<file path="src/rtl/tristate_scan_poller_pkg.sv">
// Shared definitions for the tri-state scan poller.
// Contents: FSM state encoding, slot count, counter width, and two helper
// functions (slot -> one-hot enable decode, saturating counter increment).
package tristate_scan_poller_pkg;

    localparam int NUM_SLOTS = 4;
    localparam int SLOT_W    = 2;
    localparam int CNT_W     = 8;

    typedef enum logic [1:0] {
        ST_IDLE  = 2'd0,
        ST_TURN  = 2'd1,
        ST_DRIVE = 2'd2,
        ST_CAPT  = 2'd3
    } state_e;

    // One-hot buffer enable for a slot index.
    function automatic logic [NUM_SLOTS-1:0] slot_onehot(input logic [SLOT_W-1:0] s);
        logic [NUM_SLOTS-1:0] v;
        v = {{(NUM_SLOTS-1){1'b0}}, 1'b1};
        return v << s;
    endfunction

    // Increment that sticks at all-ones.
    function automatic logic [CNT_W-1:0] sat_inc(input logic [CNT_W-1:0] c);
        logic [CNT_W-1:0] v;
        if (c == {CNT_W{1'b1}}) begin
            v = c;
        end else begin
            v = c + {{(CNT_W-1){1'b0}}, 1'b1};
        end
        return v;
    endfunction

endpackage

</file>
<file path="src/rtl/tristate_scan_poller_sync_edge_det.sv">
// sync_edge_det: 2-FF synchronizer for a slow asynchronous level plus a
// one-cycle rising-edge pulse in the destination clock domain.
// Ports:
//   i_clk   in  destination clock
//   i_rst   in  asynchronous active-high reset
//   i_async in  asynchronous input level
//   o_rise  out one-cycle pulse on a synchronized rising edge
// A rising edge is only reported after the synchronized level has been seen
// low since reset, so an input already high at reset release yields no pulse.
module sync_edge_det (
    input  logic i_clk,
    input  logic i_rst,
    input  logic i_async,
    output logic o_rise
);

    logic       r_meta;
    logic       r_sync;
    logic       r_hist;
    logic       r_armed;
    logic [1:0] r_fill;

    // Synchronizer chain, edge history and arming after a genuine low level.
    always_ff @(posedge i_clk or posedge i_rst) begin
        if (i_rst) begin
            r_meta  <= 1'b0;
            r_sync  <= 1'b0;
            r_hist  <= 1'b0;
            r_armed <= 1'b0;
            r_fill  <= 2'b00;
        end else begin
            r_meta <= i_async;
            r_sync <= r_meta;
            r_hist <= r_sync;
            // r_fill[1] marks that r_sync now holds a real sample, not the reset value.
            r_fill <= {r_fill[0], 1'b1};
            if (r_fill[1] && !r_sync) begin
                r_armed <= 1'b1;
            end else begin
                r_armed <= r_armed;
            end
        end
    end

    assign o_rise = r_sync & ~r_hist & r_armed;

endmodule

</file>
<file path="src/rtl/tristate_scan_poller.sv">
// tristate_scan_poller: on each synchronized scan tick, grants one of four
// sources the shared tri-state bus after an all-off turnaround, lets the bus
// settle, captures the resolved value and releases the bus.
// Ports:
//   inclk     in  system clock
//   rst       in  asynchronous active-high reset
//   scan_clk  in  asynchronous scan clock from upstream
//   scan_sel  in  slot index, stable around each synchronized rising edge
//   src_valid in  per-slot source-present flags
//   bus_oe    out registered one-hot buffer enables (zero when idle)
//   bus_rd    in  resolved bus value
//   cap_data  out last captured value
//   cap_slot  out slot of last capture
//   cap_stb   out one-cycle pulse when cap_data/cap_slot update
//   busy      out high outside IDLE
//   skip_cnt  out saturating count of ticks on absent slots
//   ovr_cnt   out saturating count of ticks ignored while busy
module tristate_scan_poller
    import tristate_scan_poller_pkg::*;
#(
    parameter int W      = 8,
    parameter int TURN   = 1,
    parameter int SETTLE = 2
) (
    input  logic                 inclk,
    input  logic                 rst,
    input  logic                 scan_clk,
    input  logic [SLOT_W-1:0]    scan_sel,
    input  logic [NUM_SLOTS-1:0] src_valid,
    output logic [NUM_SLOTS-1:0] bus_oe,
    input  logic [W-1:0]         bus_rd,
    output logic [W-1:0]         cap_data,
    output logic [SLOT_W-1:0]    cap_slot,
    output logic                 cap_stb,
    output logic                 busy,
    output logic [CNT_W-1:0]     skip_cnt,
    output logic [CNT_W-1:0]     ovr_cnt
);

    // Phase counter is wide enough for TURN/SETTLE up to 65536.
    localparam int              CW          = 16;
    localparam logic [CW-1:0]   TURN_LAST   = CW'(TURN - 1);
    localparam logic [CW-1:0]   SETTLE_LAST = CW'(SETTLE - 1);

    state_e                r_state;
    state_e                w_state_next;
    logic [CW-1:0]         r_cnt;
    logic [CW-1:0]         w_cnt_next;
    logic [SLOT_W-1:0]     r_slot;
    logic [SLOT_W-1:0]     w_slot_next;
    logic [NUM_SLOTS-1:0]  r_bus_oe;
    logic [NUM_SLOTS-1:0]  w_oe_next;
    logic                  r_busy;
    logic                  w_tick;
    logic                  w_skip;
    logic                  w_ovr;
    logic [W-1:0]          r_cap_data;
    logic [SLOT_W-1:0]     r_cap_slot;
    logic                  r_cap_stb;
    logic [CNT_W-1:0]      r_skip_cnt;
    logic [CNT_W-1:0]      r_ovr_cnt;

    sync_edge_det u_sync (
        .i_clk   (inclk),
        .i_rst   (rst),
        .i_async (scan_clk),
        .o_rise  (w_tick)
    );

    // Next-state, phase counter and event decode.
    always_comb begin
        w_state_next = r_state;
        w_cnt_next   = r_cnt;
        w_slot_next  = r_slot;
        w_skip       = 1'b0;
        w_ovr        = 1'b0;
        w_oe_next    = {NUM_SLOTS{1'b0}};
        case (r_state)
            ST_IDLE: begin
                w_cnt_next = {CW{1'b0}};
                if (w_tick) begin
                    if (src_valid[scan_sel]) begin
                        w_state_next = ST_TURN;
                        w_slot_next  = scan_sel;
                    end else begin
                        w_skip = 1'b1;
                    end
                end else begin
                    w_state_next = ST_IDLE;
                end
            end
            ST_TURN: begin
                w_ovr = w_tick;
                if (r_cnt == TURN_LAST) begin
                    w_state_next = ST_DRIVE;
                    w_cnt_next   = {CW{1'b0}};
                end else begin
                    w_cnt_next = r_cnt + 16'd1;
                end
            end
            ST_DRIVE: begin
                w_ovr = w_tick;
                if (r_cnt == SETTLE_LAST) begin
                    w_state_next = ST_CAPT;
                    w_cnt_next   = {CW{1'b0}};
                end else begin
                    w_cnt_next = r_cnt + 16'd1;
                end
            end
            ST_CAPT: begin
                w_ovr        = w_tick;
                w_state_next = ST_IDLE;
                w_cnt_next   = {CW{1'b0}};
            end
            default: begin
                w_state_next = ST_IDLE;
                w_cnt_next   = {CW{1'b0}};
            end
        endcase
        // Enables are decoded from the next state so the registered bus_oe
        // lines up with the state it belongs to; TURN always precedes DRIVE.
        if ((w_state_next == ST_DRIVE) || (w_state_next == ST_CAPT)) begin
            w_oe_next = slot_onehot(w_slot_next);
        end else begin
            w_oe_next = {NUM_SLOTS{1'b0}};
        end
    end

    // FSM state, phase counter, granted slot, enables and busy flag.
    always_ff @(posedge inclk or posedge rst) begin
        if (rst) begin
            r_state  <= ST_IDLE;
            r_cnt    <= {CW{1'b0}};
            r_slot   <= {SLOT_W{1'b0}};
            r_bus_oe <= {NUM_SLOTS{1'b0}};
            r_busy   <= 1'b0;
        end else begin
            r_state  <= w_state_next;
            r_cnt    <= w_cnt_next;
            r_slot   <= w_slot_next;
            r_bus_oe <= w_oe_next;
            r_busy   <= (w_state_next != ST_IDLE);
        end
    end

    // Capture of the resolved bus at the end of the CAPT cycle.
    always_ff @(posedge inclk or posedge rst) begin
        if (rst) begin
            r_cap_data <= {W{1'b0}};
            r_cap_slot <= {SLOT_W{1'b0}};
            r_cap_stb  <= 1'b0;
        end else if (r_state == ST_CAPT) begin
            r_cap_data <= bus_rd;
            r_cap_slot <= r_slot;
            r_cap_stb  <= 1'b1;
        end else begin
            r_cap_stb  <= 1'b0;
        end
    end

    // Saturating skip and overrun counters.
    always_ff @(posedge inclk or posedge rst) begin
        if (rst) begin
            r_skip_cnt <= {CNT_W{1'b0}};
            r_ovr_cnt  <= {CNT_W{1'b0}};
        end else begin
            if (w_skip) begin
                r_skip_cnt <= sat_inc(r_skip_cnt);
            end else begin
                r_skip_cnt <= r_skip_cnt;
            end
            if (w_ovr) begin
                r_ovr_cnt <= sat_inc(r_ovr_cnt);
            end else begin
                r_ovr_cnt <= r_ovr_cnt;
            end
        end
    end

    assign bus_oe   = r_bus_oe;
    assign busy     = r_busy;
    assign cap_data = r_cap_data;
    assign cap_slot = r_cap_slot;
    assign cap_stb  = r_cap_stb;
    assign skip_cnt = r_skip_cnt;
    assign ovr_cnt  = r_ovr_cnt;

endmodule

</file>
<file path="config.mk">
export PLATFORM = sky130hd
export DESIGN_NAME = tristate_scan_poller
export DESIGN_NICKNAME = d
export VERILOG_FILES = /design/src/rtl/tristate_scan_poller_pkg.sv /design/src/rtl/tristate_scan_poller_sync_edge_det.sv /design/src/rtl/tristate_scan_poller.sv
export SDC_FILE = /design/constraint.sdc
export NUM_CORES = 1
export LEC_CHECK = 0
export ABC_CLOCK_PERIOD_IN_PS = 1900
export BUFFER_PORTS_ARGS = -buffer_cell sky130_fd_sc_hd__buf_2
export CAP_MARGIN = 20
export CORE_MARGIN = 2
export CORE_UTILIZATION = 35
export DETAILED_ROUTE_END_ITERATION = 10
export PLACE_DENSITY = 0.63
export SYNTH_ARGS = -nofsm -noshare
export SYNTH_HDL_FRONTEND = slang
export SYNTH_HIERARCHICAL = 1
export SYNTH_SLANG_ARGS = --single-unit
export TNS_END_PERCENT = 1
</file>
<file path="constraint.sdc">
create_clock -name inclk -period 1.9 [get_ports inclk]
set_input_delay 0.19 -clock inclk [delete_from_list [all_inputs] [get_ports inclk]]
set_output_delay 0.19 -clock inclk [all_outputs]
set_load 0.05 [all_outputs]
</file>
## Yosys cells after proc, flatten, opt, wreduce, memory -nomap -nowiden

Index checks and enable logic that the tools add are counted.
W data, S select, Z words.

| storage, ports and cells | value |
|---|---|
| flip-flop bits (word level) | 58 |
| word-level logic and storage cells | 62 |

| operators by class | value |
|---|---|
| $add $sub $neg | 3 |
| magnitude comparators | 1 |
| eq/ne operators | 8 |
| shift-type cells | 1 |
| muxes and demuxes | 19 |
| bitwise gates (word level) | 5 |
| reduce and logical (&&, ||, !) cells | 10 |

Operators with widths:

| operator | number |
|---|---|
| $pmux W16 S3 | 1 |
| $mux W16 | 2 |
| $add A16 B1 Y16 const B | 1 |
| $add A8 B1 Y8 const B | 2 |
| $eq A16 B1 Y1 const B | 1 |
| $eq A8 B8 Y1 const B | 2 |
| $logic_not A16 Y1 | 1 |
| $mux W2 | 7 |
| $eq A2 B2 Y1 const B | 4 |
| $pmux W2 S4 | 1 |
| $mux W1 | 6 |
| $mux W4 | 1 |
| $reduce_and A2 Y1 | 2 |
| $shl A1 B2 Y4 const A | 1 |
| $lt A2 B3 Y1 const B | 1 |
| $not A1 Y1 | 3 |
| $reduce_or A3 Y1 | 1 |
| $and A1 B1 Y1 | 2 |
| $bmux W1 S2 | 1 |
| $eq A2 B1 Y1 const B | 1 |
| $logic_not A2 Y1 | 1 |
| $reduce_bool A2 Y1 | 1 |
| $reduce_or A2 Y1 | 1 |
| $logic_and A1 B1 Y1 | 1 |
| other kinds (2) | 2 |

## Longest topological paths before layout

Gate-level depths: netlist (run 1).

| depth | value |
|---|---|
| depth in word-level cells | 8 |
| mapped depth | 7 |

## Modules after synthesis

Netlist (run 1), hierarchy kept.

By module, submodules not included:

| module | times used | cells each | area an instance (um^2) | sequential area each (um^2) |
|---|---|---|---|---|
| tristate_scan_poller | 1 | 200 | 2367.3 | 1301.2 |
| sync_edge_det | 1 | 12 | 176.4 | 150.1 |

## Worst setup path after synthesis (run 1)

No wires, ideal clock.

| path | value |
|---|---|
| kind | register -> register |
| start | reg r_skip_cnt[0], in the netlist skip_cnt[0] |
| end | reg r_skip_cnt[1], in the netlist skip_cnt[1] |
| library setup time | 0.125 ns |
| arrival time | 1.846 ns |
| path slack | -0.071 ns |
| stages on the path, launching flop included | 5 |
| path buffers | 0 |
| period minus slack after synthesis | 1.971 ns |
| cell sequence | dfrtp_1 ha_1 and3_1 a311oi_4 mux2_2 |

| on the way | value |
|---|---|
| longest elaborated chain between the ends | 3 |
| elaborated cells between the ends (all ways) | 4 |

Ends and longest elaborated chain:

| what | line | source |
|---|---|---|
| from (decl) | tristate_scan_poller.sv:60 | `logic [CNT_W-1:0] r_skip_cnt;` |
| from (signal assigned) | tristate_scan_poller.sv:164 | `r_skip_cnt <= {CNT_W{1'b0}};` |
| from (signal assigned) | tristate_scan_poller.sv:168 | `r_skip_cnt <= sat_inc(r_skip_cnt);` |
| from (signal assigned) | tristate_scan_poller.sv:170 | `r_skip_cnt <= r_skip_cnt;` |
| branches (longest 3 deep; another with $add A8 B1 Y8) | -- |  |

Several ways; the timed one is not identified.
A chain may end at the register's enable or synchronous reset.

## Final worst setup path (run 1)

| path | value |
|---|---|
| start | reg r_skip_cnt[0], in the netlist skip_cnt[0] |
| end | reg r_skip_cnt[2], in the netlist skip_cnt[2] |

The elaborated chain is that of the path after synthesis.

==> impl_metrics.ini, run 1 <==
[clock_network]
clk_path_buf_depth = 2
cts_sinks = 58
cts.root.buffer_cell = clkbuf_8
insertion_delay_ns = 0.33
cts.htree.levels = 3
cts_tree = built
cts_made_buffers = 9
path_clk_slew_ns = 0.06

[worst_setup_path]
cp_slowest_cell = dfrtp_2
reg2reg_slack_ns = 0.12
start_kind = register
arrival_ns = 1.99
critical_path.cell_chain = ha_1 -> and3_1 -> a311oi_4 -> buf_4 -> nand2_1 -> xnor2_1
end_kind = register
crit_fanout = 6
reg2reg_from = skip_cnt[0]
cp.required_ns = 2.11
slowest_delay_ns = 0.43
critical_path_class = reg -> reg
cp_top_family = flip-flops
rr_worst_depth = 6
cp_num_cells = 6
worst-path-buf-inv = 1
startpoint = skip_cnt[0]
r2r-end = skip_cnt[2]

[final_layout]
final_layout_size_suffix_gt1_share_pct = 35.2
nFillCells = 711
design_area_mm2 = 0.00323
layout_commonest_cell = dfrtp_1
n_antenna_cell = 0
seqCellArea_mm2 = 0.00145
areaGrowthSynthToFinish_pct = 27.1
final_nets = 305
final_cell_mix = dfrtp_1 (56), buf_2 (48), nor2_1 (20), mux2_2 (14), xor2_1 (14)
multi_input_area_mm2 = 0.00106

[worst_hold_path]
hold_depth = 2
whs_endpoint = cap_data[5]
min_path_type = in -> reg
holdCritStartpoint = bus_rd[5]

[power_and_ir_drop]
powerDensity_mw_per_mm2 = 1460
cellInternalPower_uw = 2770
switching_share_pct = 41.2
clock_power_share_pct = 23.4
pwr-share-comb_pct = 39.8
p_leak_uw = 0.00152
seqPwrFrac_pct = 36.8
ir_drop_uv = 623
switchingPower_uw = 1940
p_total_uw = 4710

[synthesis]
synthFlopType = dfrtp_1
avgSynthCellArea_um2 = 12.0
ys_warn_count = 6
synthDominantCellAreaShare_pct = 57.1
yosys_register_bits = 58
synthArstFlopShare_pct = 100
synthesis.nets = 234
synth_top_cell_by_area = dfrtp_1
synth.distinct_cells = 36
synthTopCellsByArea = dfrtp_1 (57%), mux2_2 (6.2%), xor2_1 (4.8%)
syn_area_mm2 = 0.00254
yosysSeqAreaShare_pct = 57.1
synthCells = 212
synth_edf_count = 0

[floorplan]
rows = 31
die_x_um = 89.3
start_util_pct = 35.6
core_area_mm2 = 0.00714
die_height_um = 89.3
dieArea_mm2 = 0.00797
io_pins = 49

[sta]
max_freq_ghz = 0.562
clock_skew_ns = 0.00725
tns_ns = 0
rsz0062_at_grt = false
hold_ws_ns = 0.0957
finalSetupViolCount = 0
fin_crit_ns = 1.78
finalHoldViolCount = 0
timing.final.crit_share_pct = 93.7
drv_slew = 0

[flow_run]
drv_cap = 0

[detailed_routing]
vias_per_cell = 4.68
wl_um = 4680
num_vias = 1807
drc = 0
routedWlPerCell_um = 12.1
drt_iter0_markers = 94
drtAntennaViolNets = 0
dr.pass1.iters = 4

[place]
gp_congestion = 0.765
placed_area_mm2 = 0.00301
io_buffers = 48
hpwl_um = 3400

[global_routing]
grt_remaining_overflow = 0
grt_max_degree = 53
gr-usage-all-layers_pct = 12.7
grt_pass1_vias = 1731
antenna_found_initial = 0
grt_pass1_wl_um = 7690

[run_status]
status = finished clean
[layer usage]
metal / vias up / GRT usage (%) / routed length [um]
li1: 885 / - / -
met4: 0 / 7.73 / 89
met2: 52 / 19.9 / 2110
met1: 864 / 15.7 / 2230
met3: 6 / 3.32 / 250
met5: - / 0 / 0
[cell usage after synthesis (all sizes together), types with 2 or more instances]
library cell  count
a32o              2
and3              4
and4              4
buf               2
clkbuf            2
dfrtp            58
ha                5
inv               7
mux2             14
nand2            12
nand3            12
nand4             9
nor2             21
nor2b             3
nor3              6
nor3b             5
nor4              4
or3b              2
xnor2            13
xor2             14
[layout make-up]
type / count / area share, %
tap: 99 / 3.83
sequential: 58 / 45.0
clock inverter: 3 / 1.24
clock buffer: 12 / 4.80
timing repair buffer: 64 / 11.7
inverter: 7 / 0.813
multi-input combinational: 143 / 32.7
[power groups by stage]
stage	combinational, uW	sequential (uW)	clock, uW
finish	1870	1730	1100
global route	2000	1770	1190
CTS	1890	1730	1140
detailed placement	1880	1750	0
global placement	1860	1740	0
floorplan	589	2550	0
[flip-flops by register name, summed over array words and instances, names as in the netlist, 2 cells and up]
register	flops
r_cnt	16
cap_slot	2
cap_data	8
r_slot	2
u_sync/r_fill	2
skip_cnt	8
bus_oe	4
ovr_cnt	8
r_state	2
[how the worst max path moves through the flow]
stage | slack, ns | endpoint
2_1_floorplan | 0.04 | skip_cnt[1]
3_3_place_gp | 0.11 | skip_cnt[1]
3_5_place_dp | 0.04 | skip_cnt[3]
4_1_cts | 0.03 | skip_cnt[2]
5_1_grt | 0.02 | r_cnt[15]
6_report | 0.12 | skip_cnt[2]
[stage by stage]
stage	utilization, %	setup WS, ns	std cells
detailed placement	42.1	0.0421	369
floorplan	-	0.0395	212
global placement	42.1	0.109	369
global route	45.3	0.0185	386
CTS	45.1	0.0304	386
finish	45.3	0.120	386
[repair_timing]
| item | in CTS | in global routing |
|---|---|---|
| buffers inserted | 0 | 0 |
| endpoints found under the setup margin | 0 | 27 |
| hold buffers | 2 | 0 |
| resized for setup | 0 | 3 |
| endpoints found under the hold margin | 59 | 0 |
[cells by family after synthesis]
| family | count (synthesis) | synth area share (%) |
|---|---|---|
| compound gates | 10 | 4.28 |
| mux | 15 | 7.08 |
| simple gates | 85 | 17.8 |
| xor+xnor | 27 | 9.30 |
| fa+ha+maj | 5 | 2.46 |
| buf+inv | 11 | 1.87 |
| other cells | 1 | 0.147 |
| flops | 58 | 57.1 |
No activity file was read; power rests on OpenSTA's default activity.
==> inputs of run 2 (changes only) <==
CORE_MARGIN = unset   (was 2)
==> impl_metrics.ini, run 2 (synthesized netlist as in run 1, its figures left out) <==
[detailed_routing]
wl_um = 4830
dr.pass1.iters = 4
num_vias = 1837
drtAntennaViolNets = 0
routedWlPerCell_um = 12.4
drc = 0
vias_per_cell = 4.72
drt_iter0_markers = 62

[final_layout]
final_nets = 310
n_antenna_cell = 0
final_cell_mix = dfrtp_1 (56), buf_2 (48), nor2_1 (21), buf_4 (17)
fin_util_pct = 47.7
areaGrowthSynthToFinish_pct = 29.5
design_area_mm2 = 0.00329
largest_register_ffs = 16
layout_commonest_cell = dfrtp_1
regMostFlops = r_cnt
final_layout_size_suffix_gt1_share_pct = 36.2

[sta]
fin_crit_ns = 1.75
max_freq_ghz = 0.571
relSlewSlack_pct = 65.4
finalHoldViolCount = 0
hold_ws_ns = 0.0855
clock_skew_ns = 0.00966
tns_ns = 0
finalSetupViolCount = 0
worstMarginPinSlew_ns = 0.520
rsz0062_at_grt = false
drv_slew = 0
timing.final.crit_share_pct = 92.2

[power_and_ir_drop]
powerDensity_mw_per_mm2 = 1480
p_leak_uw = 0.00155
ir_drop_uv = 835

[floorplan]
io_pins = 49
core_area_mm2 = 0.00691
die_x_um = 87.3
start_util_pct = 36.8
dieArea_mm2 = 0.00761
rows = 30
die_height_um = 87.3

[worst_setup_path]
arrival_ns = 1.98
end_kind = register
startpoint = r_cnt[8]
cp.required_ns = 2.12
reg2reg_from = r_cnt[8]
critical_path_class = reg -> reg
crit_fanout = 4
start_kind = register

[global_routing]
antenna_found_initial = 0
grt_pass1_vias = 1711
grt_remaining_overflow = 0
grt_pass1_wl_um = 8020
grt_max_degree = 53
gr-usage-all-layers_pct = 14.2

[place]
placed_area_mm2 = 0.00304
io_buffers = 48
hpwl_um = 3390
gp_congestion = 0.790

[worst_hold_path]
min_path_type = in -> reg
holdCritStartpoint = bus_rd[7]

[run_status]
status = finished clean

[clock_network]
path_clk_slew_ns = 0.06
insertion_delay_ns = 0.34
cts_made_buffers = 9
cts_tree = built
cts.root.buffer_cell = clkbuf_8
clk_path_buf_depth = 2
cts.htree.levels = 3
cts_sinks = 58

[flow_run]
drv_cap = 0
==> run 2: changes by cell type in the layout (fill, tap and decap cells not counted), sizes merged <==
cell,previous run,this run
buf,62,67
bufinv,1,2
clkbuf,12,11
clkinvlp,0,1
==> run 2: cell type report <==
class	instances	area [um2]
Timing Repair Buffer	69	419
Clock buffer	11	141
Clock inverter	5	77.6
Multi-Input combinational cell	143	1060
Sequential cell	58	1450
Inverter	7	26.3
Fill cell	668	3610
Tap cell	96	120
==> run 2: per-stage QoR <==
step	std cells	power, uW	worst slack [ns]
6_report	389	4880	0.148
5_1_grt	389	5140	0.0203
4_1_cts	389	4930	0.0770
3_5_place_dp	371	3660	0.0887
3_3_place_gp	371	3650	0.102
2_1_floorplan	212	3140	0.0395
==> run 2: final timing paths <==
kind,endpoint,slack (ns),cells after the start
max in group asynchronous,skip_cnt[1],1.18,4
worst min-delay path,cap_data[7],0.09,2
min in group asynchronous,u_sync/r_meta,0.33,3
worst max-delay path,bus_oe[2],0.15,5
worst min register to register,u_sync/r_fill[1],0.35,0
worst max register to register,bus_oe[2],0.15,5
==> run 2: worst max-delay path: stages, from the launching register on <==
cell     delay (ns)
dfrtp_1        0.42
nor4_1         0.39
and4_1         0.28
a31oi_1        0.13
buf_4          0.17
nor3b_1        0.26
==> run 2: power breakdown <==
part / internal (uW) / switching, uW
combinational: 597 / 1300
clock: 769 / 477
sequential: 1530 / 204
total: 2900 / 1980
==> run 2: what timing repair did <==
item	4_1_cts	5_1_grt
setup endpoints to repair	0	5
resized for setup	0	3
hold endpoints to repair	59	0
hold buffers	2	0
buffers inserted	0	0
==> run 2: layer usage <==
metal	up-vias	wire, um	global-route usage [%]
met3	11	256	3.70
met1	875	2390	18.7
met5	-	0	0
li1	901	-	-
met2	50	2060	20.7
met4	0	119	8.94
==> inputs of run 3 (changes only) <==
ABC_CLOCK_PERIOD_IN_PS = 2150   (was 1900)
CORE_MARGIN = 4   (was unset)
PLACE_DENSITY = 0.61   (was 0.63)
clock period = 2.15 ns   (was 1.9 ns; I/O delays follow)
==> impl_metrics.ini, run 3 (synthesized netlist as in run 1, its figures left out) <==
[sta]
tns_ns = 0
max_freq_ghz = 0.527
relSlewSlack_pct = 62.4
clock_skew_ns = 0.00736
timing.final.crit_share_pct = 88.3
hold_ws_ns = 0.118
worstMarginPinSlew_ns = 0.563
finalHoldViolCount = 0
fin_crit_ns = 1.90
finalSetupViolCount = 0
rsz0062_at_grt = false
drv_slew = 0

[clock_network]
cts_sinks = 58
cts.root.buffer_cell = clkbuf_8
path_clk_slew_ns = 0.06
cts_tree = built
insertion_delay_ns = 0.33
cts_made_buffers = 9
clk_path_buf_depth = 2
cts.htree.levels = 3

[place]
placed_area_mm2 = 0.00292
hpwl_um = 3480
io_buffers = 48
gp_congestion = 0.791

[floorplan]
start_util_pct = 36.6
io_pins = 49
die_x_um = 93.3
rows = 30
core_area_mm2 = 0.00694
die_height_um = 93.3
dieArea_mm2 = 0.00870

[final_layout]
areaGrowthSynthToFinish_pct = 22.9
final_layout_size_suffix_gt1_share_pct = 31.5
final_cell_mix = dfrtp_1 (58), buf_2 (48), nor2_1 (21), mux2_2 (14), xor2_1 (14)
regMostFlops = r_cnt
layout_commonest_cell = dfrtp_1
largest_register_ffs = 16
final_nets = 296
fin_util_pct = 45.0
design_area_mm2 = 0.00313
n_antenna_cell = 0

[worst_setup_path]
cp_top_family = simple AND/OR/NAND/NOR gates
reg2reg_slack_ns = 0.25
critical_path.cell_chain = nand2_1 -> nor2_1 -> or3b_1 -> a311oi_4 -> mux2_2
critical_path_class = reg -> reg
worst-path-buf-inv = 0
rr_worst_depth = 5
crit_fanout = 8
start_kind = register
reg2reg_from = u_sync/r_sync
end_kind = register
arrival_ns = 2.11
cp.required_ns = 2.36
slowest_delay_ns = 0.45
cp_slowest_cell = a311oi_4
r2r-end = skip_cnt[1]

[power_and_ir_drop]
clock_power_share_pct = 23.1
ir_drop_uv = 822
cellInternalPower_uw = 2330
pwr-share-comb_pct = 39.0
switching_share_pct = 42.7
switchingPower_uw = 1740
p_leak_uw = 0.00147
seqPwrFrac_pct = 37.9
powerDensity_mw_per_mm2 = 1300

[worst_hold_path]
min_path_type = in -> reg
hold_depth = 2
holdCritStartpoint = bus_rd[7]
whs_endpoint = cap_data[7]

[run_status]
status = finished clean

[global_routing]
grt_max_degree = 27
grt_remaining_overflow = 0
gr-usage-all-layers_pct = 12.6
antenna_found_initial = 0
grt_pass1_wl_um = 8360
grt_pass1_vias = 1724

[flow_run]
drv_cap = 0

[detailed_routing]
drtAntennaViolNets = 0
vias_per_cell = 4.78
drc = 0
dr.pass1.iters = 6
routedWlPerCell_um = 13.1
num_vias = 1793
drt_iter0_markers = 63
wl_um = 4930
[run 3: cell count changes in the layout (fill, tap and decap cells not counted), sizes merged]
cell | before | now
buf | 67 | 53
clkbuf | 11 | 10
bufinv | 2 | 1
clkinv | 2 | 4
[run 3: routing by layer]
metal / vias to the layer above / global-route usage [%] / wire (um)
met5: - / 0 / 0
met4: 0 / 8.06 / 112
met3: 8 / 3.54 / 306
met2: 63 / 18.3 / 2170
met1: 844 / 16.4 / 2340
li1: 878 / - / -
[run 3: final cells by class]
cell class              instances  area, um2
clock buffers                  10        128
well taps                      96        120
flip-flops and latches         58       1450
clock inverters                 6       57.6
repair buffers                 55        298
fillers                       652       3820
multi-input cells             143       1040
inverters                       7       26.3
[run 3: timing repair]
item                       in CTS  in global routing
setup endpoints to repair       0                  0
hold endpoints to repair       31                  0
hold buffers                    2                  0
resized for setup               0                  0
buffers inserted                0                  0
[run 3: worst max-delay path by stage]
stage	start	end	slack, ns	cells after the start
floorplan	skip_cnt[0]	skip_cnt[1]	0.18	4
global placement	u_sync/r_sync	skip_cnt[1]	0.29	5
detailed placement	u_sync/r_sync	skip_cnt[1]	0.26	5
CTS	u_sync/r_sync	skip_cnt[1]	0.24	5
global route	u_sync/r_sync	skip_cnt[1]	0.11	5
finish	u_sync/r_sync	skip_cnt[1]	0.25	5
[run 3: power groups by stage]
stage | logic [uW] | clock network, uW | registers (uW)
2_1_floorplan | 521 | 0 | 2250
3_3_place_gp | 1590 | 0 | 1560
3_5_place_dp | 1600 | 0 | 1560
4_1_cts | 1610 | 972 | 1550
5_1_grt | 1700 | 1040 | 1590
6_report | 1590 | 940 | 1540
[run 3: per-stage QoR]
step                setup WS, ns  power (uW)  std cells
floorplan                  0.179        2770        212
detailed placement         0.259        3160        357
global route               0.113        4330        375
CTS                        0.244        4130        375
global placement           0.293        3140        357
finish                     0.252        4070        375
